**src/rtl/nasti_stream_slice_mod_if.sv**
```systemverilog
// rtl/nasti_stream_slice_mod_if.sv - NASTI-stream beat interface with producer/consumer modports
interface nasti_stream_slice_mod_if #(
  parameter int DATA_WIDTH = 64,
  parameter int ID_WIDTH   = 8,
  parameter int USER_WIDTH = 8
);
  logic                    t_valid;
  logic                    t_ready;
  logic [DATA_WIDTH-1:0]   t_data;
  logic [DATA_WIDTH/8-1:0] t_strb;
  logic [DATA_WIDTH/8-1:0] t_keep;
  logic                    t_last;
  logic [ID_WIDTH-1:0]     t_id;
  logic [USER_WIDTH-1:0]   t_user;

  modport master (output t_valid, t_data, t_strb, t_keep, t_last, t_id, t_user,
                  input  t_ready);
  modport slave  (input  t_valid, t_data, t_strb, t_keep, t_last, t_id, t_user,
                  output t_ready);
endinterface

```
**src/rtl/nasti_stream_slice_mod.sv**
```systemverilog
// rtl/nasti_stream_slice_mod.sv - two-entry registered stream slice with id/keep override and packet splitting
// Optional statistics counters: define NASTI_STREAM_SLICE_STATS_EN.
module nasti_stream_slice_mod #(
  parameter int DATA_WIDTH = 64,
  parameter int ID_WIDTH   = 8,
  parameter int USER_WIDTH = 8,
  parameter int CNT_WIDTH  = 16
) (
  input  logic                    clk,
  input  logic                    rst,
  nasti_stream_slice_mod_if.slave  m,
  nasti_stream_slice_mod_if.master s,
  input  logic                    cfg_id_en,
  input  logic [ID_WIDTH-1:0]     cfg_id,
  input  logic                    cfg_keep_all,
  input  logic [CNT_WIDTH-1:0]    cfg_max_beats,
  output logic                    split_pulse
`ifdef NASTI_STREAM_SLICE_STATS_EN
  ,
  output logic [31:0]             stat_beats,
  output logic [31:0]             stat_pkts,
  output logic [31:0]             stat_splits
`endif
);
  localparam int KW = DATA_WIDTH / 8;

  typedef struct packed {
    logic [DATA_WIDTH-1:0] data;
    logic [KW-1:0]         strb;
    logic [KW-1:0]         keep;
    logic                  last;
    logic [ID_WIDTH-1:0]   id;
    logic [USER_WIDTH-1:0] user;
  } beat_t;

  typedef enum logic [1:0] {OCC_EMPTY, OCC_ONE, OCC_FULL} occ_e;

  occ_e  occ_q, occ_d;
  beat_t head_q, skid_q, in_beat;
  logic  m_ready_q, s_valid_q;
  logic  push, pop;
  logic  head_from_in, head_from_skid, skid_from_in;

  logic                 in_pkt_q;
  logic [CNT_WIDTH-1:0] bcnt_q, beat_num;
  logic                 sh_id_en_q, sh_keep_all_q;
  logic [ID_WIDTH-1:0]  sh_id_q;
  logic [CNT_WIDTH-1:0] sh_max_q;
  logic                 eff_id_en, eff_keep_all;
  logic [ID_WIDTH-1:0]  eff_id;
  logic [CNT_WIDTH-1:0] eff_max;
  logic                 split_here;

  assign push = m.t_valid & m_ready_q;
  assign pop  = s_valid_q & s.t_ready;

  // Head register feeds the outputs directly; skid only fills when the head is stalled.
  always_comb begin
    occ_d          = occ_q;
    head_from_in   = 1'b0;
    head_from_skid = 1'b0;
    skid_from_in   = 1'b0;
    case (occ_q)
      OCC_EMPTY: begin
        if (push) begin
          occ_d        = OCC_ONE;
          head_from_in = 1'b1;
        end
      end
      OCC_ONE: begin
        if (push && pop) begin
          head_from_in = 1'b1;
        end else if (push) begin
          occ_d        = OCC_FULL;
          skid_from_in = 1'b1;
        end else if (pop) begin
          occ_d = OCC_EMPTY;
        end
      end
      OCC_FULL: begin
        if (pop) begin
          occ_d          = OCC_ONE;
          head_from_skid = 1'b1;
        end
      end
      default: occ_d = OCC_EMPTY;
    endcase
  end

  // First beat of a packet uses live config; later beats use the copy latched with it.
  assign eff_id_en    = in_pkt_q ? sh_id_en_q    : cfg_id_en;
  assign eff_id       = in_pkt_q ? sh_id_q       : cfg_id;
  assign eff_keep_all = in_pkt_q ? sh_keep_all_q : cfg_keep_all;
  assign eff_max      = in_pkt_q ? sh_max_q      : cfg_max_beats;

  assign beat_num   = !in_pkt_q ? CNT_WIDTH'(1) :
                      (&bcnt_q) ? bcnt_q : bcnt_q + CNT_WIDTH'(1);
  assign split_here = (eff_max != '0) && (beat_num == eff_max) && !m.t_last;

  always_comb begin
    in_beat      = '0;
    in_beat.data = m.t_data;
    in_beat.strb = eff_keep_all ? {KW{1'b1}} : (m.t_strb & m.t_keep);
    in_beat.keep = eff_keep_all ? {KW{1'b1}} : m.t_keep;
    in_beat.last = m.t_last | split_here;
    in_beat.id   = eff_id_en ? eff_id : m.t_id;
    in_beat.user = m.t_user;
  end

  always_ff @(posedge clk) begin
    if (rst) begin
      occ_q         <= OCC_EMPTY;
      m_ready_q     <= 1'b0;
      s_valid_q     <= 1'b0;
      head_q        <= '0;
      skid_q        <= '0;
      split_pulse   <= 1'b0;
      bcnt_q        <= '0;
      in_pkt_q      <= 1'b0;
      sh_id_en_q    <= 1'b0;
      sh_id_q       <= '0;
      sh_keep_all_q <= 1'b0;
      sh_max_q      <= '0;
    end else begin
      occ_q     <= occ_d;
      m_ready_q <= (occ_d != OCC_FULL);
      s_valid_q <= (occ_d != OCC_EMPTY);
      if (head_from_in)
        head_q <= in_beat;
      else if (head_from_skid)
        head_q <= skid_q;
      if (skid_from_in)
        skid_q <= in_beat;
      split_pulse <= push & split_here;
      if (push) begin
        if (!in_pkt_q) begin
          sh_id_en_q    <= cfg_id_en;
          sh_id_q       <= cfg_id;
          sh_keep_all_q <= cfg_keep_all;
          sh_max_q      <= cfg_max_beats;
        end
        if (m.t_last || split_here) begin
          bcnt_q   <= '0;
          in_pkt_q <= 1'b0;
        end else begin
          bcnt_q   <= beat_num;
          in_pkt_q <= 1'b1;
        end
      end
    end
  end

  assign m.t_ready = m_ready_q;
  assign s.t_valid = s_valid_q;
  assign s.t_data  = head_q.data;
  assign s.t_strb  = head_q.strb;
  assign s.t_keep  = head_q.keep;
  assign s.t_last  = head_q.last;
  assign s.t_id    = head_q.id;
  assign s.t_user  = head_q.user;

`ifdef NASTI_STREAM_SLICE_STATS_EN
  // Forced-last marker travels alongside each buffered beat so splits are counted at pop.
  logic head_split_q, skid_split_q;

  always_ff @(posedge clk) begin
    if (rst) begin
      head_split_q <= 1'b0;
      skid_split_q <= 1'b0;
      stat_beats   <= '0;
      stat_pkts    <= '0;
      stat_splits  <= '0;
    end else begin
      if (head_from_in)
        head_split_q <= split_here;
      else if (head_from_skid)
        head_split_q <= skid_split_q;
      if (skid_from_in)
        skid_split_q <= split_here;
      if (pop) begin
        stat_beats <= stat_beats + 32'd1;
        if (head_q.last)
          stat_pkts <= stat_pkts + 32'd1;
        if (head_split_q)
          stat_splits <= stat_splits + 32'd1;
      end
    end
  end
`endif
endmodule

```
**src/flat_wrapper.sv**
```systemverilog
// flat-port wrapper written by rule: the top's interface ports become plain ports
module nasti_stream_slice_mod_flat 
#(
  parameter int DATA_WIDTH = 64,
  parameter int ID_WIDTH   = 8,
  parameter int USER_WIDTH = 8,
  parameter int CNT_WIDTH  = 16
)
  (clk, rst, cfg_id_en, cfg_id, cfg_keep_all, cfg_max_beats, split_pulse, m_t_valid, m_t_data, m_t_strb, m_t_keep, m_t_last, m_t_id, m_t_user, m_t_ready, s_t_valid, s_t_data, s_t_strb, s_t_keep, s_t_last, s_t_id, s_t_user, s_t_ready);
  nasti_stream_slice_mod_if #(.DATA_WIDTH(DATA_WIDTH), .ID_WIDTH(ID_WIDTH), .USER_WIDTH(USER_WIDTH)) m_i ();
  nasti_stream_slice_mod_if #(.DATA_WIDTH(DATA_WIDTH), .ID_WIDTH(ID_WIDTH), .USER_WIDTH(USER_WIDTH)) s_i ();
  input  logic clk;
  input  logic rst;
  input  logic cfg_id_en;
  input  logic [ID_WIDTH-1:0] cfg_id;
  input  logic cfg_keep_all;
  input  logic [CNT_WIDTH-1:0] cfg_max_beats;
  output logic split_pulse;
  input wire logic [$bits(m_i.t_valid)-1:0] m_t_valid;
  input wire logic [$bits(m_i.t_data)-1:0] m_t_data;
  input wire logic [$bits(m_i.t_strb)-1:0] m_t_strb;
  input wire logic [$bits(m_i.t_keep)-1:0] m_t_keep;
  input wire logic [$bits(m_i.t_last)-1:0] m_t_last;
  input wire logic [$bits(m_i.t_id)-1:0] m_t_id;
  input wire logic [$bits(m_i.t_user)-1:0] m_t_user;
  output wire logic [$bits(m_i.t_ready)-1:0] m_t_ready;
  output wire logic [$bits(s_i.t_valid)-1:0] s_t_valid;
  output wire logic [$bits(s_i.t_data)-1:0] s_t_data;
  output wire logic [$bits(s_i.t_strb)-1:0] s_t_strb;
  output wire logic [$bits(s_i.t_keep)-1:0] s_t_keep;
  output wire logic [$bits(s_i.t_last)-1:0] s_t_last;
  output wire logic [$bits(s_i.t_id)-1:0] s_t_id;
  output wire logic [$bits(s_i.t_user)-1:0] s_t_user;
  input wire logic [$bits(s_i.t_ready)-1:0] s_t_ready;
  assign m_i.t_valid = m_t_valid;
  assign m_i.t_data = m_t_data;
  assign m_i.t_strb = m_t_strb;
  assign m_i.t_keep = m_t_keep;
  assign m_i.t_last = m_t_last;
  assign m_i.t_id = m_t_id;
  assign m_i.t_user = m_t_user;
  assign m_t_ready = m_i.t_ready;
  assign s_t_valid = s_i.t_valid;
  assign s_t_data = s_i.t_data;
  assign s_t_strb = s_i.t_strb;
  assign s_t_keep = s_i.t_keep;
  assign s_t_last = s_i.t_last;
  assign s_t_id = s_i.t_id;
  assign s_t_user = s_i.t_user;
  assign s_i.t_ready = s_t_ready;
  nasti_stream_slice_mod #(.DATA_WIDTH(DATA_WIDTH), .ID_WIDTH(ID_WIDTH), .USER_WIDTH(USER_WIDTH), .CNT_WIDTH(CNT_WIDTH)) u_core (.clk(clk), .rst(rst), .m(m_i), .s(s_i), .cfg_id_en(cfg_id_en), .cfg_id(cfg_id), .cfg_keep_all(cfg_keep_all), .cfg_max_beats(cfg_max_beats), .split_pulse(split_pulse));
endmodule
```
**config.mk**
```make
export PLATFORM = sky130hd
export DESIGN_NAME = nasti_stream_slice_mod_flat
export DESIGN_NICKNAME = d
export VERILOG_FILES = /design/src/rtl/nasti_stream_slice_mod_if.sv /design/src/rtl/nasti_stream_slice_mod.sv /design/src/flat_wrapper.sv
export SDC_FILE = /design/constraint.sdc
export NUM_CORES = 1
export LEC_CHECK = 0
export ABC_AREA = 1
export CAP_MARGIN = 10
export CORE_ASPECT_RATIO = 0.75
export CORE_MARGIN = 3
export CORE_UTILIZATION = 55
export CTS_CLUSTER_DIAMETER = 60
export DETAILED_ROUTE_END_ITERATION = 8
export PLACE_DENSITY = 0.86
export SYNTH_ARGS = -nofsm -noshare
export SYNTH_HDL_FRONTEND = slang
export SYNTH_SLANG_ARGS = --single-unit
```
**constraint.sdc**
```tcl
create_clock -name clk -period 5.1 [get_ports clk]
set_clock_uncertainty 0.05 [all_clocks]
set_input_delay 1.02 -clock clk [delete_from_list [all_inputs] [get_ports clk]]
set_output_delay 1.02 -clock clk [all_outputs]
set_load 0.005 [all_outputs]
```
==> results of run 1 <==
[power by group]
part	leakage, nW	internal [W]	switching, W
Sequential	1.97	0.00211	0.000126
Clock	0.395	0.00104	0.000749
Combinational	3.36	0.000509	0.000614
Total	5.72	0.00366	0.00149
[routing by layer]
metal / wire length, µm / share of wire / track usage
met1: 13100 / 0.42 / 0.414
met2: 13600 / 0.44 / 0.442
met3: 3280 / 0.11 / 0.0708
met4: 988 / 0.032 / 0.0910
met5: 0 / 0 / 0
[cell usage after synthesis (all sizes together)]
library cell | number | share of area
nand4 | 4 | 0.0024
mux2i | 8 | 0.0077
xnor2 | 2 | 0.0017
nand3b | 1 | 0.00073
clkbuf | 74 | 0.027
a221oi | 66 | 0.056
buf | 20 | 0.011
o21ai | 152 | 0.074
nor4 | 1 | 0.0021
nor2 | 209 | 0.080
nand2 | 231 | 0.086
a21oi | 139 | 0.067
inv | 134 | 0.049
ha | 1 | 0.0012
or2 | 19 | 0.011
a211oi | 1 | 0.00073
a31oi | 13 | 0.0079
xor2 | 3 | 0.0025
nand3 | 52 | 0.031
a22oi | 8 | 0.0058
o211ai | 8 | 0.0058
dfxtp | 242 | 0.47
clkinv | 2 | 0.00073
[sequential cells by signal, indices dropped and copies added, names as in the netlist]
register and count:
u_core.s.t_data 64, u_core.in_pkt_q 1, u_core.sh_keep_all_q 1, u_core.bcnt_q 16, u_core.s.t_id 8, u_core.s.t_last 1, u_core.sh_id_q 8, u_core.sh_id_en_q 1
u_core.m.t_ready 1, u_core.s.t_strb 8, u_core.skid_q 97, u_core.occ_q 2, u_core.s.t_valid 1, u_core.split_pulse 1, u_core.s.t_keep 8, u_core.sh_max_q 16
u_core.s.t_user 8
[area by class of cell]
cell class | instances | area (µm²) | area share
Antenna cell | 1 | 2.50 | 0.000186
Clock buffer | 28 | 624 | 0.0464
Clock inverter | 14 | 171 | 0.0127
Inverter | 136 | 514 | 0.0382
Multi-Input combinational cell | 918 | 4610 | 0.342
Sequential cell | 242 | 4850 | 0.360
Tap cell | 242 | 303 | 0.0225
Timing Repair Buffer | 239 | 2390 | 0.178
[worst max-delay path: cells and delay by family (launching register included)]
| family | cells | cell delay, ns |
|---|---|---|
| AND/OR/NAND/NOR | 14 | 1.71 |
| flip-flops | 1 | 0.31 |
| AO/OA/AOI/OAI | 1 | 0.17 |
| buffers and inverters | 2 | 0.95 |
[metrics by stage]
stage	setup slack [ns]	util
2_1_floorplan	2.61	-
3_3_place_gp	1.59	0.703
3_5_place_dp	1.51	0.703
4_1_cts	1.91	0.747
5_1_grt	1.57	0.747
6_report	1.79	0.747
[worst paths after layout]
| kind | from | end | slack (ns) |
|---|---|---|---|
| setup reg to reg | u_core.in_pkt_q | u_core.bcnt_q[14] | 1.79 |
| setup / recovery | u_core.in_pkt_q | u_core.bcnt_q[14] | 1.79 |
| hold / removal | u_core.skid_q[1] | u_core.s.t_user[1] | 0.44 |
| hold reg to reg | u_core.skid_q[1] | u_core.s.t_user[1] | 0.44 |
[cell families after synthesis]
| logic type | share of synthesized area |
|---|---|
| DFF | 0.469 |
| adders and majority gates | 0.00121 |
| and+or+nand+nor | 0.214 |
| xor gates and xnor gates | 0.00424 |
| AOI/OAI and AO/OA | 0.217 |
| muxes | 0.00774 |
| buffers and inverters | 0.0870 |
==> flow_metrics.py, run 1 <==
metrics = {
    "final_layout": {
        "layout_common_cells": "sky130_fd_sc_hd__dfxtp_1, sky130_fd_sc_hd__clkdlybuf4s50_1, sky130_fd_sc_hd__nand2_1",
        "final_common_cell": "sky130_fd_sc_hd__dfxtp_1",
        "final_cells": 1820,
        "layout-area-overhead-vs-synth_pct": 30.2,
        "final_design_area_no_fill_um2": 13500,
        "fill_count": 1333,
        "drive_gt1_frac": 0.0698,
        "nets_final": 1688,
    },
    "power": {
        "powerDensity_nw_per_um2": 382,
        "power.ir.vdd_worst_uv": 293,
        "power_w": 0.00515,
        "total_leakage_power_nw": 5.72,
    },
    "job": {
        "timing.max_cap.violations": 0,
    },
    "place": {
        "gp_congestion": 0.991,
        "dp_hpwl_um": 20400,
        "dpl_cell_area_um2": 12700,
        "io_buffers": 226,
        "dp.cells": 1777,
    },
    "worst_setup_path": {
        "critical-path-max-stage-delay_ns": 0.48,
        "worstPathMaxFanout": 51,
        "cpMaxStageDelayCell": "sky130_fd_sc_hd__buf_4",
        "critical_path_arrival_ns": 3.67,
        "critPathLaunchType": "flip-flop",
        "critical_path.cell_chain": "buf_4, inv_1, nand2_1, nand2_1, nor2_1, nand3_1, nor2_1, nand2_1, nand2_1, nor2_1, nand2_2, nor2_2, nand2_1, nor2_2, nand2_2, nand3_2, a21oi_1",
        "worst_path_most_repeated_cell": "sky130_fd_sc_hd__nand2_1",
        "crit_required_ns": 5.46,
        "critPathKind": "flip-flop to flip-flop",
        "worst-r2r-cell-count": 17,
        "worst_setup_path_end_kind": "flip-flop",
    },
    "outcome": {
        "outcome": "finished, final reports clean",
    },
    "floorplan": {
        "core.rowCount": 42,
        "die_w_um": 164,
        "initial_utilization": 0.574,
        "coreArea_um2": 18000,
        "num_io_pins": 227,
        "dieHeight_um": 125,
        "die_area_um2": 20500,
    },
    "sta": {
        "holdWs_ns": 0.442,
        "layout_worst_path_cycle_share": 0.649,
        "finalSetupViolCount": 0,
        "rsz0062_at_grt": "no",
        "worstMarginPinSlew_ns": 1.11,
        "slew_violations": 0,
        "fmax_ghz": 0.302,
        "slew_headroom": 0.259,
        "post_route_setup_tns_ns": 0,
        "final_period_minus_worst_setup_slack_ns": 3.31,
        "hold_viol_final": 0,
    },
    "route": {
        "via_per_inst": 5.73,
        "overall_via_count_from_detail_route": 10435,
        "ant_nets": 0,
        "routedWlPerCell_um": 17.0,
        "route.detailed.drc": 0,
        "detail_route.iter0.violations": 1112,
        "detail_route.first_pass.iterations": 6,
        "drt_wl_total_um": 31000,
    },
    "clock_tree": {
        "cts_resized": 0,
        "clock_sinks": 242,
        "level_count_of_the_clock_h_tree": 1,
        "clock_tree_from_tritoncts": "built",
        "worst_skew_pair.late_latency_ns": 0.51,
        "post-cts-setup-buffers": 0,
        "cts.root.buffer_cell": "sky130_fd_sc_hd__clkbuf_16",
        "cts.clk_slew.worst_paths_ns": 0.07,
        "cts_hold_buffers": 0,
        "tritoncts.num_buffers": 23,
        "cts.path.max_buffers": 3,
    },
    "global_route": {
        "grt_util_all_layers": 0.293,
        "globalRouteOverflowTotal": 0,
        "grt_pass1_wl_um": 49900,
        "grt_max_degree": 103,
        "grt_pass1_vias": 9943,
        "antenna_found_initial": 1,
    },
    "synth": {
        "yosysSeqAreaShare": 0.469,
        "synth_area_um2": 10300,
        "yosys_warnings": 0,
        "syn_inst": 1390,
        "synth_area_per_cell_um2": 7.44,
        "synth.ff_latch_count": 242,
        "synth.lib_cells_used.distinct": 35,
        "net_count_synth": 1518,
    },
    "min_path": {
        "min_path_type": "flip-flop to flip-flop",
        "hold_path_depth": 2,
    },
}
Note: power is estimated with default switching activity, not from simulation.
==> run 2, diff against run 1 <==
--- a/config.mk
+++ b/config.mk
@@ -9,10 +9,10 @@
 export CAP_MARGIN = 10
 export CORE_ASPECT_RATIO = 0.75
 export CORE_MARGIN = 3
-export CORE_UTILIZATION = 55
+export CORE_UTILIZATION = 46
 export CTS_CLUSTER_DIAMETER = 60
 export DETAILED_ROUTE_END_ITERATION = 8
-export PLACE_DENSITY = 0.86
+export PLACE_DENSITY = 0.77
 export SYNTH_ARGS = -nofsm -noshare
 export SYNTH_HDL_FRONTEND = slang
 export SYNTH_SLANG_ARGS = --single-unit
==> constraint.sdc (replaced) <==
create_clock -name clk -period 2.97 [get_ports clk]
set_clock_uncertainty 0.05 [all_clocks]
set_input_delay 0.594 -clock clk [delete_from_list [all_inputs] [get_ports clk]]
set_output_delay 0.594 -clock clk [all_outputs]
set_load 0.005 [all_outputs]
==> run 2 against run 1 <==
Global-route usage decreased by 5.0 points. Fmax grew 23%. Register-to-register slack got worse by 1.5 ns. Critical path depth shrank 3. Via count decreased by 2.9%. Cell count increased by 3.5%. Hold slack got worse by 0.041 ns. Sequential power rose by 71%. Die area grew 19%. First-iteration DRC count decreased by 26%. Core utilization decreased by 11 points. Setup slack got worse by 1.5 ns.
==> flow_metrics.py, run 2 (synthesis results as in run 1) <==
metrics = {
    "outcome": {
        "outcome": "finished, final reports clean",
    },
    "worst_setup_path": {
        "worst_path_most_repeated_cell": "sky130_fd_sc_hd__nand3_1",
        "cpMaxStageDelayCell": "sky130_fd_sc_hd__o21ai_0",
        "critical_path_arrival_ns": 3.06,
        "worst_setup_path_end_kind": "flip-flop",
        "path_buf_inv": 2,
        "worstPathMaxFanout": 20,
        "critPathLaunchType": "flip-flop",
        "cpLargestDelayFamily": "simple AND/OR/NAND/NOR gates",
        "critical-path-max-stage-delay_ns": 0.40,
        "crit_required_ns": 3.34,
        "critical_path.cell_chain": "ha_1, nand3_1, nor2_1, xor2_1, o21ai_1, o21ai_0, nor2_1, nand2_1, nor2_2, nand2_2, buf_12, nand3_1, nand3_1, inv_1",
        "critPathKind": "flip-flop to flip-flop",
        "reg2reg_setup_slack_ns": 0.29,
    },
    "sta": {
        "hold_viol_final": 0,
        "post_route_setup_tns_ns": 0,
        "slew_headroom": 0.590,
        "worstMarginPinSlew_ns": 0.614,
        "setup_ws_ns": 0.287,
        "finalSetupViolCount": 0,
        "slew_violations": 0,
        "layout_worst_path_cycle_share": 0.903,
        "final_period_minus_worst_setup_slack_ns": 2.68,
        "rsz0062_at_grt": "no",
        "fmax_ghz": 0.373,
    },
    "place": {
        "gp_congestion": 0.984,
        "dp.cells": 1838,
        "io_buffers": 226,
        "dpl_cell_area_um2": 12900,
        "pre_cts_slack_ns": 0.380,
        "dp_hpwl_um": 20700,
    },
    "clock_tree": {
        "worst_skew_pair.late_latency_ns": 0.53,
        "cts_hold_buffers": 0,
        "cts.clk_slew.worst_paths_ns": 0.06,
        "level_count_of_the_clock_h_tree": 1,
        "cts_resized": 0,
        "tritoncts.num_buffers": 25,
        "clock_sinks": 242,
        "clock_tree_from_tritoncts": "built",
        "cts.path.max_buffers": 3,
        "cts.root.buffer_cell": "sky130_fd_sc_hd__clkbuf_16",
        "post-cts-setup-buffers": 0,
    },
    "route": {
        "routedWlPerCell_um": 16.3,
        "detail_route.first_pass.iterations": 6,
        "drt_wl_total_um": 30700,
        "ant_nets": 0,
        "met1_length_um": 14500,
        "route.met2.wl_um": 13400,
        "route.detailed.drc": 0,
        "met3_wirelength_um": 2220,
        "via_per_inst": 5.38,
        "highest-signal-layer": "met4",
        "overall_via_count_from_detail_route": 10130,
        "detail_route.iter0.violations": 823,
    },
    "power": {
        "power_w": 0.00887,
        "powerDensity_nw_per_um2": 648,
        "share_comb_of_total_power": 0.221,
        "switching_share": 0.285,
        "total_leakage_power_nw": 5.81,
        "p_int_w": 0.00634,
        "p_switching_w": 0.00253,
        "power.ir.vdd_worst_uv": 433,
        "clock_network_power_share": 0.346,
        "seq_power_share": 0.433,
    },
    "floorplan": {
        "num_io_pins": 227,
        "dieHeight_um": 136,
        "die_area_um2": 24300,
        "coreArea_um2": 21600,
        "die_w_um": 179,
        "core.rowCount": 46,
        "initial_utilization": 0.479,
    },
    "final_layout": {
        "final_cells": 1883,
        "fill_count": 1895,
        "drive_gt1_frac": 0.0765,
        "antenna-diode-count": 0,
        "nets_final": 1705,
        "area_of_the_multi_input_gates_um2": 4610,
        "layout_common_cells": "sky130_fd_sc_hd__dfxtp_1, sky130_fd_sc_hd__clkdlybuf4s50_1, sky130_fd_sc_hd__nand2_1",
        "final_design_area_no_fill_um2": 13700,
        "layout-area-overhead-vs-synth_pct": 32.3,
        "largest_reg_flops": 97,
        "ff_latch_area_um2": 4850,
        "final_common_cell": "sky130_fd_sc_hd__dfxtp_1",
        "largest_register": "u_core.skid_q",
    },
    "global_route": {
        "grt_util_all_layers": 0.243,
        "antenna_found_initial": 0,
        "grt_max_degree": 88,
        "globalRouteOverflowTotal": 0,
        "grt_pass1_wl_um": 48500,
        "grt_pass1_vias": 9490,
    },
    "job": {
        "timing.max_cap.violations": 0,
    },
    "min_path": {
        "min_path_type": "input port to flip-flop",
    },
}
==> run 2: layout make-up <==
cell class	instances	area share
Timing Repair Buffer	254	0.186
Sequential cell	242	0.354
Tap cell	288	0.0263
Multi-Input combinational cell	918	0.337
Clock inverter	6	0.00485
Inverter	136	0.0376
Clock buffer	39	0.0540
==> run 2: worst paths after layout <==
| check | from | endpoint | cells after the start |
|---|---|---|---|
| max reg2reg | u_core.bcnt_q[1] | u_core.s.t_last | 14 |
| min reg2reg | u_core.skid_q[3] | u_core.s.t_user[3] | 2 |
| min | rst | u_core.s.t_data[23] | 2 |
| max | u_core.bcnt_q[1] | u_core.s.t_last | 14 |
==> run 2: stage by stage <==
stage	util	hold WS (ns)
floorplan	-	0.413
global placement	0.597	0.417
detailed placement	0.597	0.425
CTS	0.634	0.386
global route	0.634	0.405
finish	0.634	0.401
==> run 2: metal layers <==
layer | vias to the layer above | global-route usage
met1 | 4760 | 0.352
met2 | 347 | 0.378
li1 | 4982 | -
met4 | 0 | 0.0502
met5 | - | 0
met3 | 41 | 0.0497
==> run 2: power groups by stage <==
stage / clock, W / combinational [W] / sequential, W
after floorplan: 0 / 0.00102 / 0.00387
after global placement: 0 / 0.00190 / 0.00389
after detailed placement: 0 / 0.00194 / 0.00390
after CTS: 0.00312 / 0.00196 / 0.00384
after global routing: 0.00326 / 0.00216 / 0.00388
final: 0.00307 / 0.00196 / 0.00384
==> run 2: worst reg2reg max path: cells and delay by family, from the launching register on <==
family          cells  cell delay (ns)
flops               1             0.39
buf+inv             2             0.21
xor+xnor            1             0.19
compound gates      2             0.51
fa+ha+maj           1             0.23
simple gates        8             1.01
==> variant: new RTL, flow settings as in run 2 <==
`ID_WIDTH` is set to 8 in 3 places; all go to 9.
--- a/src/rtl/nasti_stream_slice_mod_if.sv
+++ b/src/rtl/nasti_stream_slice_mod_if.sv
@@ -3,3 +3,3 @@
   parameter int DATA_WIDTH = 64,
-  parameter int ID_WIDTH   = 8,
+  parameter int ID_WIDTH   = 9,
   parameter int USER_WIDTH = 8
--- a/src/rtl/nasti_stream_slice_mod.sv
+++ b/src/rtl/nasti_stream_slice_mod.sv
@@ -4,3 +4,3 @@
   parameter int DATA_WIDTH = 64,
-  parameter int ID_WIDTH   = 8,
+  parameter int ID_WIDTH   = 9,
   parameter int USER_WIDTH = 8,
--- a/src/flat_wrapper.sv
+++ b/src/flat_wrapper.sv
@@ -4,3 +4,3 @@
   parameter int DATA_WIDTH = 64,
-  parameter int ID_WIDTH   = 8,
+  parameter int ID_WIDTH   = 9,
   parameter int USER_WIDTH = 8,
Interface: changed (resized cfg_id, m_t_id and s_t_id); port bits go from 227 to 230. The function was not compared with the original's and may differ.
==> variant against run 2 <==
Sequential cell count up 3. Wire length down 2.9%. Sequential share of layout area up 0.10 points. Setup slack better by 37 ps. Final cell count up 1.1%. Die area up 0.80%. Synthesized cell count up 1.6%. Area after synthesis up 0.83%. Critical path depth up 2. Final area up 0.95%.
Power is not compared: it rests on default switching activity, and its combinational part moved more than twofold at a synthesized area within 25%.
==> variant: results (changes against run 2) <==
[global_routing]
grt_pass1_vias = 9620  ; was 9490
antenna_found_initial = 0  ; unchanged
grt_max_degree = 114  ; was 88
globalRoute.totalOverflow = 0  ; unchanged
grt_pass1_wl_um = 48500  ; about the same
track_usage_pct = 23.5  ; was 24.3%

[synthesis]
ys_warn_count = 0  ; unchanged
synth.area.top_cells = dfxtp_1 (47%), nand2_1 (8.7%), a21oi_1 (7.2%)  ; was dfxtp_1 (47%), nand2_1 (8.1%), o21ai_0 (7.3%)
async_flop_share_pct = 0  ; unchanged
synth_common_cells = dfxtp_1 (245), nand2_1 (241), nor2_1 (184), a21oi_1 (151), o21ai_0 (142)  ; was dfxtp_1 (242), nand2_1 (223), nor2_1 (200), o21ai_0 (151), a21oi_1 (139)
yosysSeqAreaShare_pct = 47.0  ; was 46.9%
synth_top_area_share_pct = 47.0  ; was 46.9%
yosysUniqueCellTypes = 35  ; unchanged
synth_nets = 1542  ; was 1518

[setup_path]
crit_slowest_cell = dfxtp_1  ; was o21ai_0
slowest_delay_ps = 400  ; about the same
worstRegToRegCells = 16  ; was 14
arrival_ps = 2950  ; was 3060 ps
r2r_start = u_core.bcnt_q[0]  ; was u_core.bcnt_q[1]
reg2reg_slack_ps = 320  ; was 290 ps
crit_family = simple AND/OR/NAND/NOR gates  ; unchanged
r2r_end = u_core.bcnt_q[7]  ; was u_core.s.t_last
critPathMaxFanout = 20  ; unchanged

[timing]
tightest_slew_ps = 749  ; was 614 ps

[clocking]
cts_buffer_depth = 3  ; unchanged
ctsHtreeMaxLevel = 1  ; unchanged
path_clk_slew_ps = 70
clk_latency_ps = 530  ; about the same
clockRootBuffer = clkbuf_16  ; unchanged
numCtsBuffers = 25  ; unchanged

[pwr]
ir_drop_mv = 0.383
p_leak_nw = 5.37

[layout]
largest_reg_flops = 98  ; was 97
final.fill_count = 1887  ; was 1895
drive_above_1_share_pct = 6.52  ; was 7.65%
nets = 1721  ; was 1705
largest-register = u_core.skid_q  ; unchanged

[hold_path]
hp-class = register to register  ; was primary input to register
min_to = u_core.skid_q[77]  ; was u_core.s.t_data[23]
whs_path_depth = 2  ; unchanged
min_from = u_core.skid_q[77]  ; was rst

[run_status]
status = finished clean  ; unchanged

[placed_design]
place.gp.congestion = 0.896  ; was 0.984
place_hpwl_um = 19600  ; was 20700 µm
io_buffers = 229  ; was 226

[route]
wl_per_cell_um = 15.7  ; was 16.3 µm
via_count = 10300  ; was 10.1k
drt_iter0_drc = 874  ; was 823
drt_pass1_iterations = 5  ; was 6

## variant: cell type report
cell class                      count  area (µm²)  share of cell area, %
Tap cell                          294         368                   2.66
Sequential cell                   245        4910                   35.5
Multi-Input combinational cell    925        4590                   33.2
Clock inverter                     16         194                   1.40
Timing Repair Buffer              251        2550                   18.5
Clock buffer                       30         664                   4.81
Inverter                          143         538                   3.90
## variant: cell families after synthesis
| family | Yosys count | share of synthesized area, % |
|---|---|---|
| AOI/OAI and AO/OA | 395 | 22.1 |
| xor gates and xnor gates | 3 | 0.252 |
| adders and majority gates | 1 | 0.120 |
| buffers and inverters | 242 | 9.22 |
| DFF | 245 | 47.0 |
| muxes | 9 | 0.864 |
| and+or+nand+nor | 517 | 20.4 |
## variant: routing by layer
layer / share of wire, % / track usage, %
met1: 47 / 33.5
met2: 44 / 36.9
met3: 7.0 / 4.31
met4: 2.1 / 5.93
met5: 0 / 0
## variant: where the power goes
group,internal [mW],total [mW],switching [mW]
clock,1.95,3.28,1.32
sequential,3.44,3.53,0.0840
combinational,0.476,0.949,0.473
## variant: how the worst max path moves through the flow
stage / startpoint / to / slack, ps
3_3_place_gp: u_core.bcnt_q[0] / u_core.bcnt_q[0] / 360
5_1_grt: u_core.bcnt_q[0] / u_core.bcnt_q[11] / 90
3_5_place_dp: u_core.bcnt_q[0] / u_core.bcnt_q[14] / 250
6_report: u_core.bcnt_q[0] / u_core.bcnt_q[7] / 320
4_1_cts: u_core.bcnt_q[0] / u_core.bcnt_q[14] / 180
2_1_floorplan: u_core.bcnt_q[0] / u_core.bcnt_q[10] / 810
## variant: repair_timing
action                                 in CTS  in global routing
hold buffers                                0                  0
setup endpoints to repair                   0                 19
gates resized for setup                     0                  2
endpoints found under the hold margin       0                  0
## variant: per-stage QoR
step	std cells	setup slack (ps)	util, %	instance area (µm²)	hold WS, ps
finish	1904	324	62.3	13800	401
global route	1904	85.3	62.3	13800	422
CTS	1904	181	62.3	13800	403
floorplan	1412	813	-	10400	380
detailed placement	1858	253	58.4	12900	394
global placement	1858	360	58.4	12900	388
## variant: worst min-delay path: stages (launching register included)
cell and delay [ps]:
dfxtp_1 300, inv_1 60, a21oi_1 50
